[config.mk]
export PLATFORM = sky130hd
export DESIGN_NAME = instr_mem_loader_flat
export DESIGN_NICKNAME = d
export VERILOG_FILES = /design/src/rtl/instr_mem_loader_pkg.sv /design/src/rtl/instr_mem_loader_if.sv /design/src/rtl/instr_mem_loader.sv /design/src/flat_wrapper.sv
export SDC_FILE = /design/constraint.sdc
export NUM_CORES = 1
export LEC_CHECK = 0
export ABC_AREA = 1
export BUFFER_PORTS_ARGS = -buffer_cell sky130_fd_sc_hd__buf_2
export CORE_MARGIN = 3
export CORE_UTILIZATION = 40
export DETAILED_ROUTE_END_ITERATION = 12
export GPL_TIMING_DRIVEN = 0
export PLACE_DENSITY_LB_ADDON = 0.1
export SETUP_SLACK_MARGIN = 0.4
export SLEW_MARGIN = 20
export SYNTH_ARGS = -nofsm -noshare
export SYNTH_HDL_FRONTEND = slang
export SYNTH_SLANG_ARGS = --single-unit
[constraint.sdc]
create_clock -name clk -period 2.05 [get_ports clk]
set_clock_uncertainty 0.15 [all_clocks]
set_input_delay 0.615 -clock clk [delete_from_list [all_inputs] [get_ports clk]]
set_output_delay 0.615 -clock clk [all_outputs]
set_load 0.02 [all_outputs]
[src/rtl/instr_mem_loader_pkg.sv]
// Shared types and frame constants for the instruction-memory program loader.
package loader_pkg;

   // Width of the little-endian length field that opens each frame
   localparam int LEN_WIDTH = 16;

   // Width of the running payload checksum (sum mod 256)
   localparam int SUM_WIDTH = 8;

   // Loader control states
   typedef enum logic [2:0] {
      IDLE,
      LEN_LO,
      LEN_HI,
      DATA,
      CHECK,
      DONE,
      ERROR
   } state_t;

endpackage : loader_pkg

[src/rtl/instr_mem_loader_if.sv]
// Byte-stream handshake plus byte-wide instruction-memory write port.
// The loader is the slave of the stream and drives the memory write side.
interface instr_mem_loader_if #(
   parameter int ADDR_WIDTH = 12
);

   logic                  byte_valid;
   logic [7:0]            byte_data;
   logic                  byte_ready;
   logic                  mem_we;
   logic [ADDR_WIDTH-1:0] mem_addr;
   logic [7:0]            mem_wdata;

   // Stream source / memory observer side
   modport master (
      output byte_valid, byte_data,
      input  byte_ready, mem_we, mem_addr, mem_wdata
   );

   // Loader side
   modport slave (
      input  byte_valid, byte_data,
      output byte_ready, mem_we, mem_addr, mem_wdata
   );

endinterface : instr_mem_loader_if

[src/rtl/instr_mem_loader.sv]
// Program loader: accepts a framed byte stream (LEN_LO, LEN_HI, payload,
// CHK), writes the payload into instruction memory from address 0 and
// releases the CPU only once the checksum has been verified.
module instr_mem_loader
   import loader_pkg::*;
#(
   parameter int ADDR_WIDTH = 12,
   parameter bit BOOT_HOLD  = 1'b1
) (
   input  logic               clk,
   input  logic               rst_n,
   input  logic               start,
   instr_mem_loader_if.slave  bus,
   output logic               busy,
   output logic               done,
   output logic               error,
   output logic               cpu_run
);

   localparam int          CNT_W     = ADDR_WIDTH + 1;
   localparam int unsigned MEM_BYTES = 32'd1 << ADDR_WIDTH;

   state_t                 r_state;
   logic [LEN_WIDTH-1:0]   r_len;
   logic [CNT_W-1:0]       r_count;
   logic [SUM_WIDTH-1:0]   r_sum;
   logic                   r_we;
   logic [ADDR_WIDTH-1:0]  r_addr;
   logic [7:0]             r_wdata;
   logic                   r_busy;
   logic                   r_done;
   logic                   r_error;
   logic                   r_cpu_run;

   logic                   w_ready;
   logic                   w_xfer;
   logic [LEN_WIDTH-1:0]   w_len_full;
   logic                   w_last_data;

   // Ready is a pure decode of the registered state, independent of byte_valid
   always_comb begin
      // NOTE: default assignment first so no path leaves w_ready unassigned (no latch).
      w_ready = 1'b0;
      case (r_state)
         LEN_LO, LEN_HI, DATA, CHECK: w_ready = 1'b1;
         default:                     w_ready = 1'b0;
      endcase
   end

   assign w_xfer      = bus.byte_valid && w_ready;
   assign w_len_full  = {bus.byte_data, r_len[7:0]};
   // The byte being accepted now is payload byte number r_count+1
   assign w_last_data = (32'(r_count) + 32'd1) == 32'(r_len);

   // Frame sequencer and datapath: state, length, count, checksum, write port, status
   always_ff @(posedge clk or negedge rst_n) begin
      if (!rst_n) begin
         r_state   <= IDLE;
         r_len     <= '0;
         r_count   <= '0;
         r_sum     <= '0;
         r_we      <= 1'b0;
         r_addr    <= '0;
         r_wdata   <= '0;
         r_busy    <= 1'b0;
         r_done    <= 1'b0;
         r_error   <= 1'b0;
         r_cpu_run <= !BOOT_HOLD;
      end else begin
         // NOTE: non-blocking everywhere here; the write strobe defaults low so it pulses one cycle.
         r_we <= 1'b0;
         case (r_state)
            IDLE, DONE, ERROR: begin
               if (start) begin
                  r_state   <= LEN_LO;
                  r_done    <= 1'b0;
                  r_error   <= 1'b0;
                  r_sum     <= '0;
                  r_count   <= '0;
                  r_busy    <= 1'b1;
                  r_cpu_run <= 1'b0;
               end
            end
            LEN_LO: begin
               if (w_xfer) begin
                  r_len[7:0] <= bus.byte_data;
                  r_state    <= LEN_HI;
               end
            end
            LEN_HI: begin
               if (w_xfer) begin
                  r_len[15:8] <= bus.byte_data;
                  if (32'(w_len_full) > MEM_BYTES) begin
                     r_state   <= ERROR;
                     r_error   <= 1'b1;
                     r_busy    <= 1'b0;
                     r_cpu_run <= 1'b0;
                  end else if (w_len_full == '0) begin
                     r_state <= CHECK;
                  end else begin
                     r_state <= DATA;
                  end
               end
            end
            DATA: begin
               if (w_xfer) begin
                  r_we    <= 1'b1;
                  r_addr  <= r_count[ADDR_WIDTH-1:0];
                  r_wdata <= bus.byte_data;
                  r_sum   <= r_sum + bus.byte_data;
                  r_count <= r_count + CNT_W'(1);
                  if (w_last_data) begin
                     r_state <= CHECK;
                  end
               end
            end
            CHECK: begin
               if (w_xfer) begin
                  r_busy <= 1'b0;
                  if (bus.byte_data == r_sum) begin
                     r_state   <= DONE;
                     r_done    <= 1'b1;
                     r_cpu_run <= 1'b1;
                  end else begin
                     r_state   <= ERROR;
                     r_error   <= 1'b1;
                     r_cpu_run <= 1'b0;
                  end
               end
            end
            default: r_state <= IDLE;
         endcase
      end
   end

   assign bus.byte_ready = w_ready;
   assign bus.mem_we     = r_we;
   assign bus.mem_addr   = r_addr;
   assign bus.mem_wdata  = r_wdata;
   assign busy           = r_busy;
   assign done           = r_done;
   assign error          = r_error;
   assign cpu_run        = r_cpu_run;

endmodule : instr_mem_loader
[src/flat_wrapper.sv]
// flat-port wrapper written by rule: the top's interface ports become plain ports
module instr_mem_loader_flat import loader_pkg::*;
#(
   parameter int ADDR_WIDTH = 12,
   parameter bit BOOT_HOLD  = 1'b1
)
  (clk, rst_n, start, busy, done, error, cpu_run, bus_byte_valid, bus_byte_data, bus_byte_ready, bus_mem_we, bus_mem_addr, bus_mem_wdata);
  instr_mem_loader_if #(.ADDR_WIDTH(ADDR_WIDTH)) bus_i ();
  input  logic clk;
  input  logic rst_n;
  input  logic start;
  output logic busy;
  output logic done;
  output logic error;
  output logic cpu_run;
  input wire logic [$bits(bus_i.byte_valid)-1:0] bus_byte_valid;
  input wire logic [$bits(bus_i.byte_data)-1:0] bus_byte_data;
  output wire logic [$bits(bus_i.byte_ready)-1:0] bus_byte_ready;
  output wire logic [$bits(bus_i.mem_we)-1:0] bus_mem_we;
  output wire logic [$bits(bus_i.mem_addr)-1:0] bus_mem_addr;
  output wire logic [$bits(bus_i.mem_wdata)-1:0] bus_mem_wdata;
  assign bus_i.byte_valid = bus_byte_valid;
  assign bus_i.byte_data = bus_byte_data;
  assign bus_byte_ready = bus_i.byte_ready;
  assign bus_mem_we = bus_i.mem_we;
  assign bus_mem_addr = bus_i.mem_addr;
  assign bus_mem_wdata = bus_i.mem_wdata;
  instr_mem_loader #(.ADDR_WIDTH(ADDR_WIDTH), .BOOT_HOLD(BOOT_HOLD)) u_core (.clk(clk), .rst_n(rst_n), .start(start), .bus(bus_i), .busy(busy), .done(done), .error(error), .cpu_run(cpu_run));
endmodule
After elaboration in Yosys (flattened, before gate mapping)
Index checks and enable logic that the tools add are counted. Widths: inputs -> output; s select.

Bits in registers: 65. Bits of input ports: 12. Output and inout bits: 26. Logic and storage cells: 85.

Add/sub/neg operators: 3. Magnitude comparators: 1. Equal/unequal tests: 17. Multiplexer cells: 36. Reduce and logical (&&, ||, !) cells: 16.

Operators with widths (count): $eq 32x16->1 (1); $mux 13 (2); $pmux 13 s2 (1); $mux 3 (8); $gt 16x13->1 const B (1); $logic_not 16->1 (1); $mux 1 (16); $mux 8 (2); $pmux 8 s2 (1); $pmux 3 s5 (1); $add 13x1->14 const B (1); $ne 2x1->1 const B (7); $add 13x1->13 const B (1); $reduce_and 6->1 (2); $eq 3x3->1 const B (3); $pmux 1 s3 (3); $add 8x8->8 (1); $eq 8x8->1 (1); $eq 3x2->1 const B (2); $reduce_and 2->1 (3); $reduce_and 5->1 (1); $ne 2x2->1 const B (2); $reduce_and 4->1 (1); $reduce_bool 2->1 (2); 9 further kinds (9).

Longest topological paths before layout
Depth after elaboration: 6. Gate-level depth with buffers: 16. Gate-level depth less buffers: 16.

Least setup slack after synthesis
No wires, ideal clock.

Path type: in2reg. Start: input port bus_byte_data[0]. End: register u_core.r_sum[6]. Library setup time: 0.126 ns. Arrival time: 1.840 ns. Required time: 1.774 ns. Setup slack: -0.067 ns. Stages: 9. Path buffers: 0. Path through: ha_1 -> fa_1 -> a31oi_1 -> or2_2 -> nand2_1 -> a21oi_1 -> nand2_1 -> nand2_1 -> o21ai_0.

Longest elaborated chain between the ends: 3.

RTL lines: start: declaration (line flat_wrapper.sv:17) `input wire logic [$bits(bus_i.byte_data)-1:0] bus_byte_data;`; $add 8x8->8 (line instr_mem_loader.sv:110) `r_sum <= r_sum + bus.byte_data;`; $mux 8 (line instr_mem_loader.sv:106) `if (w_xfer) begin`; $pmux 8 s2 (line instr_mem_loader.sv:72) `case (r_state)`; end signal: assignment (line instr_mem_loader.sv:110); end: declaration (line instr_mem_loader.sv:26) `logic [SUM_WIDTH-1:0] r_sum;`.

Every way passes these cells. The select of a mux whose other input is x is not followed. A chain may end at the register's enable or synchronous reset.

Worst setup path after layout
Start: register u_core.r_state[1]. End: output port bus_byte_ready.

Longest elaborated chain between the ends: 3. Elaborated cells on any way between the ends: 6.

RTL lines: start: declaration (line instr_mem_loader.sv:23) `state_t r_state;`; start signal: assignment (line instr_mem_loader.sv:58) `r_state <= IDLE;`; start signal: assignment (line instr_mem_loader.sv:75) `r_state <= LEN_LO;`; start signal: assignment (line instr_mem_loader.sv:87) `r_state <= LEN_HI;`; $eq 3x1->1, or another cell as far along (line instr_mem_loader.sv:44) `case (r_state)`; $reduce_or 4->1 (*) (line instr_mem_loader.sv:44); $mux 1 (*) (line instr_mem_loader.sv:44); end: declaration (line flat_wrapper.sv:18) `output wire logic [$bits(bus_i.byte_ready)-1:0] bus_byte_ready;`.

Mark *: on every way between the ends. The rest lies on a longest branch, timed or not.

==> flow_summary.json <==
{
  "worstRegToRegCells": 12,
  "drc": 0,
  "synthSimpleGateAreaFrac_pct": 26.7,
  "ys_seq_elements": 65,
  "cp-end-kind": "output pin",
  "nNetsFinal": 561,
  "final_common_cell": "nand2_1",
  "syn_area_per_cell_um2": 7.93,
  "period_needed_ns": 2.10,
  "cp_max_fo": 3,
  "report.final.hold_viol_count": 0,
  "grt_max_degree": 48,
  "antenna_found_initial": 0,
  "vias": 3289,
  "syn_to_final_growth_pct": 50.5,
  "dieHeight_um": 99.6,
  "cts_tree": "built",
  "endpoint": "bus_byte_ready",
  "violations": "setup timing",
  "synth-compound-area-share_pct": 14.3,
  "place_congestion": 0.839,
  "final_cell_mix": "nand2_1 (90), dfrtp_1 (63), buf_6 (47), inv_1 (38)",
  "reg2reg_slack_ns": 0.05,
  "insertion_delay_ns": 0.34,
  "critPathKind": "register to output pin",
  "synth_top_family_by_area": "simple AND/OR/NAND/NOR gates",
  "htree_num_levels": 3,
  "yosys.area_share.xor_xnor_pct": 2.14,
  "crit_arrival_ns": 1.33,
  "cts.sink_count": 65,
  "clk_pin_slew_ns": 0.07,
  "grt_first_pass_wirelength_um": 14900,
  "port_buffers": 37,
  "die_area_um2": 9930,
  "startpoint_type": "register",
  "timing.fmax_mhz": 476,
  "start_util_pct": 41.8,
  "maxSlewHeadroom_pct": 74.7,
  "core_area_um2": 8380,
  "num_rows": 33,
  "drt_wl_total_um": 9710,
  "p_leak_nw": 2.47,
  "rr_startpoint": "u_core.r_state[0]",
  "die_w_um": 99.6,
  "n_antenna_cell": 0,
  "crit_start": "u_core.r_state[1]",
  "synthAdderAreaFrac_pct": 3.42,
  "grt_usage_pct": 19.2,
  "cts-root-buf": "clkbuf_8",
  "cts_buffers": 9,
  "finalCritPeriodShare_pct": 102,
  "wl_per_cell_um": 15.0,
  "power_density_nw_per_um2": 1290,
  "synth.area.mux_share_pct": 0,
  "seq_area_frac_synth_pct": 46.4,
  "dr.first_iter.drc_count": 140,
  "worstReg2RegEnd": "u_core.r_count[10]",
  "vias_per_cell": 5.09,
  "first_pass_iters": 4,
  "hold_slack_ns": 0.00146,
  "synth_area_um2": 3510,
  "worstMarginPinSlew_ns": 0.379,
  "yosysWarningCount": 0,
  "drive_above_1_share_pct": 44.4,
  "setup_slack_ns": -0.0491,
  "ios": 38,
  "outcome": "finished with violations",
  "overflow": 0,
  "hold_class": "input pin to asynchronous set/reset pin",
  "vdd_drop_max_uv": 898,
  "rsz0062_at_grt": "yes",
  "clock_path_buffers": 2,
  "slew_violations": 0,
  "dp_worst_setup_slack_ns": -0.288,
  "grt_pass1_vias": 3094,
  "netlist_instances": 442,
  "synth_fp_nets": 463,
  "detailed_place_hpwl_um": 6290,
  "required_ns": 1.28,
  "synth.distinct_cells": 38,
  "drt.antenna.violating_nets": 0,
  "timing.final.setup_violations": 1,
  "max_cap_viol_count": 0
}
-- synth_stat cells (all sizes together) --
master,instances,area [µm²]
xor2,4,35.0
nand4,4,25.0
a22o,2,17.5
nand3,31,160
nand3b,2,15.0
o21bai,2,26.3
a32o,1,10.0
fa,1,20.0
clkbuf,6,22.5
nor2,41,199
and2,1,6.26
nand2,132,508
o21a,1,7.51
inv,54,203
xnor2,2,17.5
o22ai,9,87.6
xnor3,1,22.5
nor4,2,12.5
buf,3,20.0
or2,1,6.26
a31oi,2,12.5
a21oi,8,40.0
nor3,1,5.00
ha,8,100
dfrtp,65,1630
o311ai,1,8.76
o21ai,57,293
-- worst min path at each step --
stage / from / to / slack (ns)
floorplan: rst_n / u_core.bus.mem_addr[0] / 0.17
global placement: u_core.busy / u_core.busy / 0.31
detailed placement: u_core.busy / u_core.busy / 0.31
CTS: rst_n / u_core.bus.mem_addr[3] / 0.0005
global route: rst_n / u_core.bus.mem_addr[3] / 0.01
finish: rst_n / u_core.bus.mem_addr[3] / 0.001
-- critical path, cell delays in order, from the launching register on --
cell,delay (ns)
dfrtp_1,0.42
inv_2,0.13
nand2_2,0.09
nor2_4,0.13
nor2_4,0.06
inv_2,0.06
buf_6,0.11
-- cells by family after synthesis --
| group | after synthesis |
|---|---|
| AOI/OAI and AO/OA | 83 |
| xor gates and xnor gates | 7 |
| adders and majority gates | 9 |
| buffers and inverters | 63 |
| DFF | 65 |
| and+or+nand+nor | 215 |
-- state kept, by name (all words and copies together), names as in the netlist --
signal,count
u_core.r_count,13
u_core.error,1
u_core.cpu_run,1
u_core.r_len,16
u_core.bus.mem_addr,12
u_core.bus.mem_wdata,8
u_core.bus.mem_we,1
u_core.done,1
u_core.r_state,3
u_core.busy,1
u_core.r_sum,8
-- routing by layer --
| layer | vias to the layer above | routed length (µm) | GRT usage, % |
|---|---|---|---|
| met2 | 76 | 4910 | 31.8 |
| met1 | 1557 | 4170 | 24.5 |
| li1 | 1639 | - | - |
| met5 | - | 0 | 0 |
| met4 | 0 | 204 | 5.57 |
| met3 | 17 | 425 | 5.54 |
-- timing repair --
item,CTS,global route
pin swaps,17,15
setup endpoints to repair,79,82
buffers inserted,20,25
cloned,1,3
endpoints found under the hold margin,0,0
gates resized for setup,87,167
hold buffers,0,0
-- per-stage QoR --
| stage | setup TNS (ns) | area, µm² | cells | power [mW] | util [%] |
|---|---|---|---|---|---|
| 6_report | -0.0491 | 5280 | 646 | 6.83 | 63.0 |
| 5_1_grt | -0.589 | 5280 | 646 | 7.30 | 63.0 |
| 4_1_cts | 0 | 4610 | 618 | 6.11 | 55.0 |
| 3_5_place_dp | -0.535 | 4030 | 585 | 4.39 | 48.0 |
| 3_3_place_gp | -8.25 | 4000 | 584 | 4.35 | 47.7 |
| 2_1_floorplan | 0 | 3680 | 442 | 3.73 | - |
-- power breakdown --
group / total [mW] / internal, mW / switching (mW) / leakage, nW
Clock: 0.946 / 0.476 / 0.470 / 0.0830
Sequential: 2.06 / 1.68 / 0.375 / 0.856
Combinational: 3.83 / 1.88 / 1.96 / 1.53
-- cell type report --
type,count,area (µm²)
fill,695,3100
clock inverter,1,5.00
multi-input combinational,314,2140
tap,105,131
sequential,65,1630
clock buffer,11,151
buffer,9,133
inverter,54,213
timing repair buffer,87,875
(Power assumes the default switching activity.)
